--- config.mk ---
export PLATFORM = sky130hd
export DESIGN_NAME = lod_pred_arb
export DESIGN_NICKNAME = d
export VERILOG_FILES = /design/src/rtl/lod_pred_arb.sv
export SDC_FILE = /design/constraint.sdc
export NUM_CORES = 1
export LEC_CHECK = 0
export ABC_CLOCK_PERIOD_IN_PS = 2000
export BUFFER_PORTS_ARGS = -buffer_cell sky130_fd_sc_hd__buf_2
export CAP_MARGIN = 20
export CORE_ASPECT_RATIO = 0.75
export CORE_MARGIN = 2
export CORE_UTILIZATION = 46
export CTS_BUF_LIST = sky130_fd_sc_hd__clkbuf_8
export CTS_CLUSTER_SIZE = 12
export DETAILED_ROUTE_END_ITERATION = 12
export GPL_ROUTABILITY_DRIVEN = 1
export PLACE_DENSITY_LB_ADDON = 0.05
export SLEW_MARGIN = 20
export SYNTH_ARGS = -nofsm -noshare
export SYNTH_HDL_FRONTEND = slang
export SYNTH_SLANG_ARGS = --single-unit
--- constraint.sdc ---
create_clock -name clk -period 2 [get_ports clk]
set_clock_uncertainty 0.1 [all_clocks]
set_input_delay 0.2 -clock clk [delete_from_list [all_inputs] [get_ports clk]]
set_output_delay 0.2 -clock clk [all_outputs]
set_load 0.005 [all_outputs]
--- src/rtl/lod_pred_arb.sv ---
// lod_pred_arb: round-robin arbiter that shares one leading-one predictor
// (pre_sum) between NUM_REQ adder lanes. Each transaction takes one operand
// pair and returns the predicted vector c = carry | a | b, its leading-one
// position, a zero flag and the requester ID.
module lod_pred_arb #(
  parameter int BUS_WIDTH = 11,
  parameter int NUM_REQ   = 2,
  parameter int IDW       = $clog2(NUM_REQ),
  parameter int LW        = $clog2(BUS_WIDTH + 1)
) (
  input  logic                         clk,
  input  logic                         rst_n,
  input  logic [NUM_REQ-1:0]           req_valid,
  output logic [NUM_REQ-1:0]           req_ready,
  input  logic [NUM_REQ*BUS_WIDTH-1:0] req_a,
  input  logic [NUM_REQ*BUS_WIDTH-1:0] req_b,
  output logic                         res_valid,
  input  logic                         res_ready,
  output logic [IDW-1:0]               res_id,
  output logic [BUS_WIDTH:0]           res_vec,
  output logic [LW-1:0]                res_lod,
  output logic                         res_zero
);

  typedef enum logic [1:0] {IDLE, CALC, DONE} state_t;

  state_t               state;
  state_t               state_next;
  logic [IDW-1:0]       ptr;
  logic [IDW-1:0]       grant_id;
  logic [IDW-1:0]       cand;
  logic                 grant_any;
  logic                 accept;
  logic [BUS_WIDTH-1:0] op_a;
  logic [BUS_WIDTH-1:0] op_b;
  logic [IDW-1:0]       op_id;
  logic [BUS_WIDTH:0]   carry;
  logic                 carry_run;
  logic [BUS_WIDTH:0]   pred;
  logic [LW-1:0]        lod_pos;
  logic                 pred_zero;

  // Round-robin search: first valid requester at or after ptr, wrapping.
  always_comb begin
    grant_any = 1'b0;
    grant_id  = '0;
    cand      = '0;
    for (int i = 0; i < NUM_REQ; i++) begin
      cand = IDW'((int'(ptr) + i) % NUM_REQ);
      if (!grant_any && req_valid[cand]) begin
        grant_any = 1'b1;
        grant_id  = cand;
      end
    end
  end

  // Reset gates acceptance so nothing is granted while rst_n is low.
  assign accept = (state == IDLE) && rst_n && grant_any;

  // State register.
  always_ff @(posedge clk) begin
    if (!rst_n) state <= IDLE;
    else        state <= state_next;
  end

  // Next-state logic: IDLE -> CALC on accept, CALC -> DONE, DONE -> IDLE on res_ready.
  always_comb begin
    state_next = state;
    case (state)
      IDLE:    if (accept) state_next = CALC;
      CALC:    state_next = DONE;
      DONE:    if (res_ready) state_next = IDLE;
      default: state_next = IDLE;
    endcase
  end

  // FSM outputs: one-hot grant only in IDLE, result valid only in DONE.
  always_comb begin
    req_ready = '0;
    if (accept) req_ready[grant_id] = 1'b1;
    res_valid = (state == DONE);
  end

  // Carry chain of the predictor; the final carry lands in the top bit of c.
  always_comb begin
    carry     = '0;
    carry_run = 1'b0;
    for (int i = 0; i < BUS_WIDTH; i++) begin
      carry[i]  = carry_run;
      carry_run = (op_a[i] & op_b[i]) | (op_a[i] & carry_run) | (op_b[i] & carry_run);
    end
    carry[BUS_WIDTH] = carry_run;
    pred = carry | {1'b0, op_a} | {1'b0, op_b};
  end

  // Leading-one encoder: highest set bit wins, zero vector encodes as 0.
  always_comb begin
    lod_pos = '0;
    for (int i = 0; i <= BUS_WIDTH; i++) begin
      if (pred[i]) lod_pos = LW'(i);
    end
    pred_zero = ~|pred;
  end

  // Operand capture, round-robin pointer and registered result.
  always_ff @(posedge clk) begin
    if (!rst_n) begin
      ptr      <= '0;
      op_a     <= '0;
      op_b     <= '0;
      op_id    <= '0;
      res_id   <= '0;
      res_vec  <= '0;
      res_lod  <= '0;
      res_zero <= 1'b0;
    end else begin
      if (accept) begin
        op_a  <= req_a[grant_id*BUS_WIDTH +: BUS_WIDTH];
        op_b  <= req_b[grant_id*BUS_WIDTH +: BUS_WIDTH];
        op_id <= grant_id;
        if (int'(grant_id) == NUM_REQ - 1) ptr <= '0;
        else                               ptr <= grant_id + 1'b1;
      end
      if (state == CALC) begin
        res_id   <= op_id;
        res_vec  <= pred;
        res_lod  <= lod_pos;
        res_zero <= pred_zero;
      end
    end
  end

endmodule

==> impl_summary.md, run 1 <==
Outcome
The run finished, with violations left. The checks that failed: setup timing.

Yosys
The number of nets handed over by synthesis was 284. The xor/xnor share of the synthesized area is 0. The post-synthesis async set-or-reset flop share is 0. Among all flip-flop cells after synthesis, the most frequent one is sky130_fd_sc_hd__dfxtp_1. The compound-cell area share of the yosys netlist was 0.3178. The synthesized instance count is 235. The synthesized flop and latch total is 44. The post-synthesis instance area is 0.002012 mm2. By area, the combinational part of the netlist is dominated by compound AO/OA/AOI/OAI gates. The portion of synthesized area spent on multiplexers is 0. The number of warnings printed during yosys synthesis is 0.

The proportion of synthesized chip area in sequential cells is 0.4378. Dividing the synthesized area by the synthesized cell count gives 8.561 um2. The number of synthesized flops with an enable pin is 0. The number of unique standard cell types used by synthesis is 42. Of the total synthesized cell area, the portion taken by AND, OR, NAND and NOR gates is 0.1990.

Of the total synthesized cell area, the portion taken by full adders, half adders and majority gates is 0.005597.

Floorplanning
The floorplan has 20 rows. The width of the chip is 80.37 um. For this design the top-level I/O count stands at 70. The die outline height is 61.28 um. The initial utilization of the core area, before any placement, comes to 0.4873. The core outline area is 0.004129 mm2. The die covers 0.004924 mm2.

Power
The total power consumption of the routed design is 2.179 mW. For this design the static power due to leakage is 1.168 nW. The ratio of total power to cell area is 804.9 mW/mm2. The maximum ir drop on the vdd rail is 400.6 uV.

Clocking
The number of clock buffers inserted by TritonCTS is 5. TritonCTS built the clock tree. The later-pin clock latency in the skew report is 0.30 ns. After clock tree synthesis, the clock-pin slew on the worst setup and hold paths is 0.09 ns.

Clock tree synthesis found a total of 44 sinks. The maximum number of buffers from clock root to sink is 2. The root buffer cell is sky130_fd_sc_hd__clkbuf_8. The H-tree was split into 2 levels. The quantity of hold-fixing buffers added after cts is 0.

STA
Setup repair after global routing could not meet its margin everywhere. Setup violations remaining at the end of the flow were counted as 3. The minimum period implied by the final worst setup slack is 2.099 ns. Static timing analysis puts the maximum clock frequency at 476.5 MHz. The final worst slack is -0.09851 ns. Headroom to the max-slew limit came out at 0.6590. The hold violation total from the final report was 0. Of the available clock period, the critical path in the final layout requires 1.049. For the pin with the worst max-slew slack, the measured transition is 0.5102 ns. The tightest hold path in the finished design has a slack of 0.03553 ns. The final number of max-transition violations is 0.

Critical path
For the worst setup path, the data arrival time is 2.25 ns. The slowest cell on the critical path is sky130_fd_sc_hd__dfxtp_4. In this run the worst path has a maximum fanout of 7. For the worst setup path, the data required time is 2.15 ns.

STA classifies the critical path startpoint as a register. The critical path endpoint category is a register. The signal on the critical path passes through nor2_1 -> o31ai_2 -> o2111a_2 -> nor2_4 -> maj3_2 -> a31o_1 -> a211oi_2 -> a311o_1.

The startpoint-to-endpoint class of the critical path is register to register. The worst stage delay on the critical path is 0.39 ns.

Global routing
For this run the aggregate overflow at the end of global routing stands at 0. Entering global routing, the biggest net connects 39 pins. Across every metal layer, demand over resource in global routing totals 0.2314. The number of global-route vias before repair is 1983. The number of antenna violations at the first check in global routing is 0.

The global-route wire length before repair is 8797 um.

Detailed routing
The routed wire length is 5312 um. The routed layout has 2165 vias. For this run, design rule violations remaining after detail routing come to 0. The first TritonRoute pass finished after 6 iterations. The wire length per cell after detailed routing is 14.17 um. The detailed router's first-iteration violation count is 196. In the routed layout, each cell is associated on average with a via count of 5.773. Once detail routing completed, the nets flagged for antenna violations numbered 0.

Finish
The final layout net count is 368. The area added between synthesis and finish is 34.58%. The filler cell count is 372.

The fraction of final layout cells sized beyond drive strength 1 is 0.3906. 0 antenna diodes ended up in the layout.

Placement
Once detailed placement completed, the half-perimeter wirelength came to 3790 um. OpenSTA, run right after detailed placement, puts the worst setup slack at -0.08135 ns. The global placer's final weighted congestion is 0.8005.

Buffers placed on the I/O ports in this run total 69.

Min path
The path class of the tightest hold or removal check is primary input to register.

Flow run
The reported max-cap violation count is 0.
[layout make-up]
type	instances	area (um2)	share of cell area
flip-flops and latches	44	897.1	0.3313
clock inverters	3	42.54	0.01571
well taps	55	68.82	0.02542
multi-input cells	170	1086	0.4011
inverters	5	18.77	0.006932
clock buffers	5	68.82	0.02542
repair buffers	93	525.5	0.1941
[logic make-up after synthesis]
group / count (synthesis)
flip-flops: 44
adder cells (fa/ha/maj): 1
AO/OA/AOI/OAI: 79
buffers and inverters: 21
AND/OR/NAND/NOR: 90
[synthesized netlist by cell type (3+ instances only)]
cell type	n	area, um2
sky130_fd_sc_hd__nor2_1	50	187.7
sky130_fd_sc_hd__nand3_1	3	15.01
sky130_fd_sc_hd__a21oi_1	11	55.05
sky130_fd_sc_hd__nor3_1	10	50.05
sky130_fd_sc_hd__a31oi_1	4	25.02
sky130_fd_sc_hd__a22oi_1	3	22.52
sky130_fd_sc_hd__nand2b_1	3	18.77
sky130_fd_sc_hd__dfxtp_1	44	880.8
sky130_fd_sc_hd__o21ai_1	5	25.02
sky130_fd_sc_hd__nand2_1	11	41.29
sky130_fd_sc_hd__and3_1	3	18.77
sky130_fd_sc_hd__a211oi_1	3	22.52
sky130_fd_sc_hd__clkbuf_1	15	56.30
sky130_fd_sc_hd__o21ai_0	7	35.03
sky130_fd_sc_hd__a311oi_1	4	35.03
sky130_fd_sc_hd__a222oi_1	22	220.2
sky130_fd_sc_hd__inv_1	5	18.77
[cells in the final DEF, fill, tap and decap left out, types with 4 or more instances in the layout]
cell type / synthesis / layout
sky130_fd_sc_hd__buf_2: 1 / 69
sky130_fd_sc_hd__nor2_1: 50 / 49
sky130_fd_sc_hd__dfxtp_1: 44 / 37
sky130_fd_sc_hd__buf_4: 0 / 24
sky130_fd_sc_hd__a222oi_1: 22 / 22
sky130_fd_sc_hd__a21oi_1: 11 / 11
sky130_fd_sc_hd__nand2_1: 11 / 11
sky130_fd_sc_hd__nor3_1: 10 / 9
sky130_fd_sc_hd__o21ai_1: 5 / 6
sky130_fd_sc_hd__inv_1: 5 / 5
sky130_fd_sc_hd__o21ai_0: 7 / 5
sky130_fd_sc_hd__clkbuf_8: 0 / 5
sky130_fd_sc_hd__a31oi_1: 4 / 4
sky130_fd_sc_hd__dfxtp_2: 0 / 4
[critical path, delay by kind of cell (launching register included)]
| family | cells | cell delay (ns) |
|---|---|---|
| flip-flops | 1 | 0.39 |
| AO/OA/AOI/OAI | 5 | 1.14 |
| AND/OR/NAND/NOR | 2 | 0.13 |
| adder cells (fa/ha/maj) | 1 | 0.30 |
[power breakdown]
part / internal, mW / switching [mW]
Sequential: 0.950 / 0.0668
Combinational: 0.238 / 0.250
Clock: 0.370 / 0.306
[final timing paths]
path                                 from    endpoint  slack [ns]  cells after the start
worst max-delay path              op_a[2]  res_lod[0]        -0.1                      8
worst min-delay path            req_a[16]     op_a[5]        0.04                      3
worst max register to register    op_a[2]  res_lod[0]        -0.1                      8
worst min register to register     res_id      res_id        0.36                      2
[metal layers]
| metal | global-route usage | vias to the layer above | routed length, um |
|---|---|---|---|
| li1 | - | 1069 | - |
| met1 | 0.3013 | 1029 | 2466 |
| met2 | 0.3976 | 60 | 2490 |
| met3 | 0.04839 | 7 | 298 |
| met4 | 0.06538 | 0 | 57 |
| met5 | 0 | - | 0 |
[repair_timing]
action / 4_1_cts / 5_1_grt
pin swaps: 2 / 2
gates resized for setup: 4 / 5
endpoints found under the setup margin: 4 / 8
setup buffers: 0 / 0
[per-stage QoR]
stage | util | area, um2 | TNS, ns | cells
finish | 0.6558 | 2708 | -0.1598 | 375
global route | 0.6558 | 2708 | -0.9965 | 375
CTS | 0.6512 | 2689 | -0.09826 | 375
detailed placement | 0.6218 | 2567 | -0.2033 | 367
global placement | 0.6218 | 2567 | -0.07894 | 367
floorplan | - | 2041 | -0.002977 | 235
[sequential cells by signal, summed over array words and instances (netlist names)]
| register | cells |
|---|---|
| op_id | 1 |
| op_b | 11 |
| res_vec | 12 |
| res_zero | 1 |
| res_id | 1 |
| op_a | 11 |
| state | 2 |
| res_lod | 4 |
| ptr | 1 |
Note: power is estimated with default switching activity, not from simulation.
==> run 2, diff against run 1 <==
==> constraint.sdc (replaced) <==
create_clock -name clk -period 2 [get_ports clk]
set_clock_uncertainty 0.1 [all_clocks]
set_input_delay 0 -clock clk [delete_from_list [all_inputs] [get_ports clk]]
set_output_delay 0 -clock clk [all_outputs]
set_load 0.005 [all_outputs]
==> impl_summary.md, run 2 (synthesis results as in run 1) <==
Clocking
The clock sink total is 44 (unchanged). The H-tree depth is 2 (unchanged). The later-pin clock latency in the skew report is 0.29 ns (about the same). TritonCTS built the clock tree.

The maximum number of buffers from clock root to sink is 2 (unchanged). The root buffer cell is sky130_fd_sc_hd__clkbuf_8. The register clock-pin slew on the reported worst setup and hold paths is 0.08 ns (about the same). The number of clock buffers inserted by TritonCTS is 5 (unchanged).

STA
The number of failing setup endpoints in the final timing report was 6 (+3). The final worst slack is -0.1649 ns (-0.06642 ns). The peak clock frequency supported by timing is 461.9 MHz (-3.1%). The worst hold margin is 0.09622 ns (+0.06069 ns). The minimum period implied by the final worst setup slack is 2.165 ns (+0.06642 ns). The transition time of the tightest slew-check pin came to 0.7259 ns (+0.2157 ns). The hold violation total from the final report is 0 (unchanged). The final number of max-transition violations is 0 (unchanged).

The share of the clock period used by the worst path after layout is 1.082 (+0.03321). Setup repair after global routing could not meet its margin everywhere. The remaining max-slew budget at the tightest pin came to 0.5036 (-0.1554).

Critical path
The required time of the worst setup path is 2.14 ns (about the same). The critical path endpoint category is a register. The worst path arrival time is 2.31 ns (+0.06 ns).

The highest net fanout along the worst path is 6 (-1). The startpoint-to-endpoint class of the critical path is register to register. The worst setup path is launched from a register.

Finish
The final layout net count is 421 (+14%). The number of antenna cells inserted is 0 (unchanged). The number of flip-flops in the largest register came to 12 (unchanged). The register bank with the most flops is res_vec. The filler cell count is 301 (-19%).

The library cell used most frequently in the layout, excluding fill and tap cells, is sky130_fd_sc_hd__buf_2. The largest registers in the layout are res_vec: 12 flops, op_a: 11 flops, op_b: 11 flops. The library cells used most frequently in the layout, excluding fill and tap cells, are sky130_fd_sc_hd__buf_2, sky130_fd_sc_hd__dlygate4sd3_1, sky130_fd_sc_hd__nor2_1. The fraction of final layout cells sized beyond drive strength 1 came to 0.3539 (-0.03674). The area added between synthesis and finish is 64.68%.

Detailed routing
The number of vias per cell is 5.832 (+1.0%). The detailed-route via count came to 2496 (+15%). The wire length per cell after detailed routing came to 16.45 um (+16%).

The post-detailed-route DRC marker count came to 0 (unchanged). The detailed router's first-iteration violation count is 245 (+25%). The iteration count of the initial detailed-routing pass is 9 (+3). The routed wire length is 7042 um (+33%). The number of nets still failing antenna checks after routing was 0 (unchanged).

Floorplanning
The core outline area is 0.004129 mm2 (unchanged). The initial cell density of the core came to 0.4873 (unchanged). The count of boundary I/O pins is 70 (unchanged). The width of the chip was 80.37 um (unchanged). The die outline height came to 61.28 um (unchanged). The die area was 0.004924 mm2 (unchanged). The number of core rows is 20 (unchanged).

Placement
The count of input and output buffers is 69 (unchanged). The half-perimeter wire length of the detailed placement result is 3898 um (+2.8%). The worst slack at placement was -0.09627 ns (-0.01492 ns). The global placer's final weighted congestion came to 0.7887 (-1.5%).

Power
The maximum ir drop on the vdd rail is 539.1 uV (+35%). The ratio of total power to cell area is 719.2 mW/mm2 (-11%). The leakage component of the power was 1.414 nW (+21%).

Global routing
The overall track demand over capacity in global routing is 0.2820 (+0.05059). The number of antenna violations at the first check in global routing came to 0 (unchanged). The total grt overflow was 0 (unchanged). The largest net degree at the start of global routing is 39 (unchanged).

The global-route wire length before repair is 10430 um (+19%). The number of global-route vias before repair is 2341 (+18%).

Min path
The worst min-delay path class is primary input to register.

Flow run
The reported max-cap violation count was 0 (unchanged).

Outcome
The checks that failed: setup timing. The flow ran to the end, but the final reports show violations.
## run 2: worst paths after layout
| kind | startpoint | end | slack, ns | cells after the start |
|---|---|---|---|---|
| max reg2reg | op_b[2] | res_lod[0] | -0.16 | 8 |
| max | op_b[2] | res_lod[0] | -0.16 | 8 |
| min | req_valid[1] | state[0] | 0.1 | 4 |
| min reg2reg | op_id | res_id | 0.36 | 2 |
## run 2: what timing repair did
item                                   4_1_cts  5_1_grt
hold buffers                                49        2
setup endpoints to repair                    3        7
buffers inserted                             1        1
endpoints found under the hold margin       30        2
pin swaps                                    2        3
resized for setup                            8       11
## run 2: through the flow
step	util	cells	total power, mW	TNS [ns]	instance area [um2]
final	0.8024	428	2.383	-0.4127	3313
after global routing	0.8024	428	2.493	-1.231	3313
after CTS	0.7812	425	2.327	-0.1674	3226
after detailed placement	0.6248	367	1.517	-0.1444	2580
after global placement	0.6248	367	1.510	-0.02172	2580
after floorplan	-	235	1.310	-0.002977	2041
## run 2: final cells by class
cell class,instances,area (um2),area share
Clock buffer,7,96.34,0.02908
Clock inverter,1,30.03,0.009063
Inverter,5,18.77,0.005665
Multi-Input combinational cell,170,1131,0.3414
Sequential cell,44,900.9,0.2719
Tap cell,55,68.82,0.02077
Timing Repair Buffer,146,1067,0.3221
## run 2: critical path, stage by stage, from the launching register on
cell and delay, ns:
sky130_fd_sc_hd__dfxtp_4 0.39, sky130_fd_sc_hd__o21ai_2 0.09, sky130_fd_sc_hd__o31ai_2 0.29, sky130_fd_sc_hd__o2111a_2 0.36, sky130_fd_sc_hd__nor2_4 0.06, sky130_fd_sc_hd__maj3_2 0.31, sky130_fd_sc_hd__a31o_1 0.23, sky130_fd_sc_hd__a211oi_2 0.17
sky130_fd_sc_hd__a311o_1 0.13
## run 2: per-layer routing
metal,wire (um),part of all wire,global-route usage,vias to the layer above
li1,-,-,-,1179
met5,0,0,0,-
met2,3562,0.51,0.5202,112
met4,278,0.039,0.1525,0
met1,2823,0.40,0.3066,1174
met3,378,0.054,0.06891,31
## run 2: power by group
part	leakage [nW]	switching, mW	internal, mW
Combinational	0.985	0.292	0.322
Sequential	0.365	0.0724	0.950
Clock	0.0645	0.306	0.441
Total	1.41	0.670	1.71
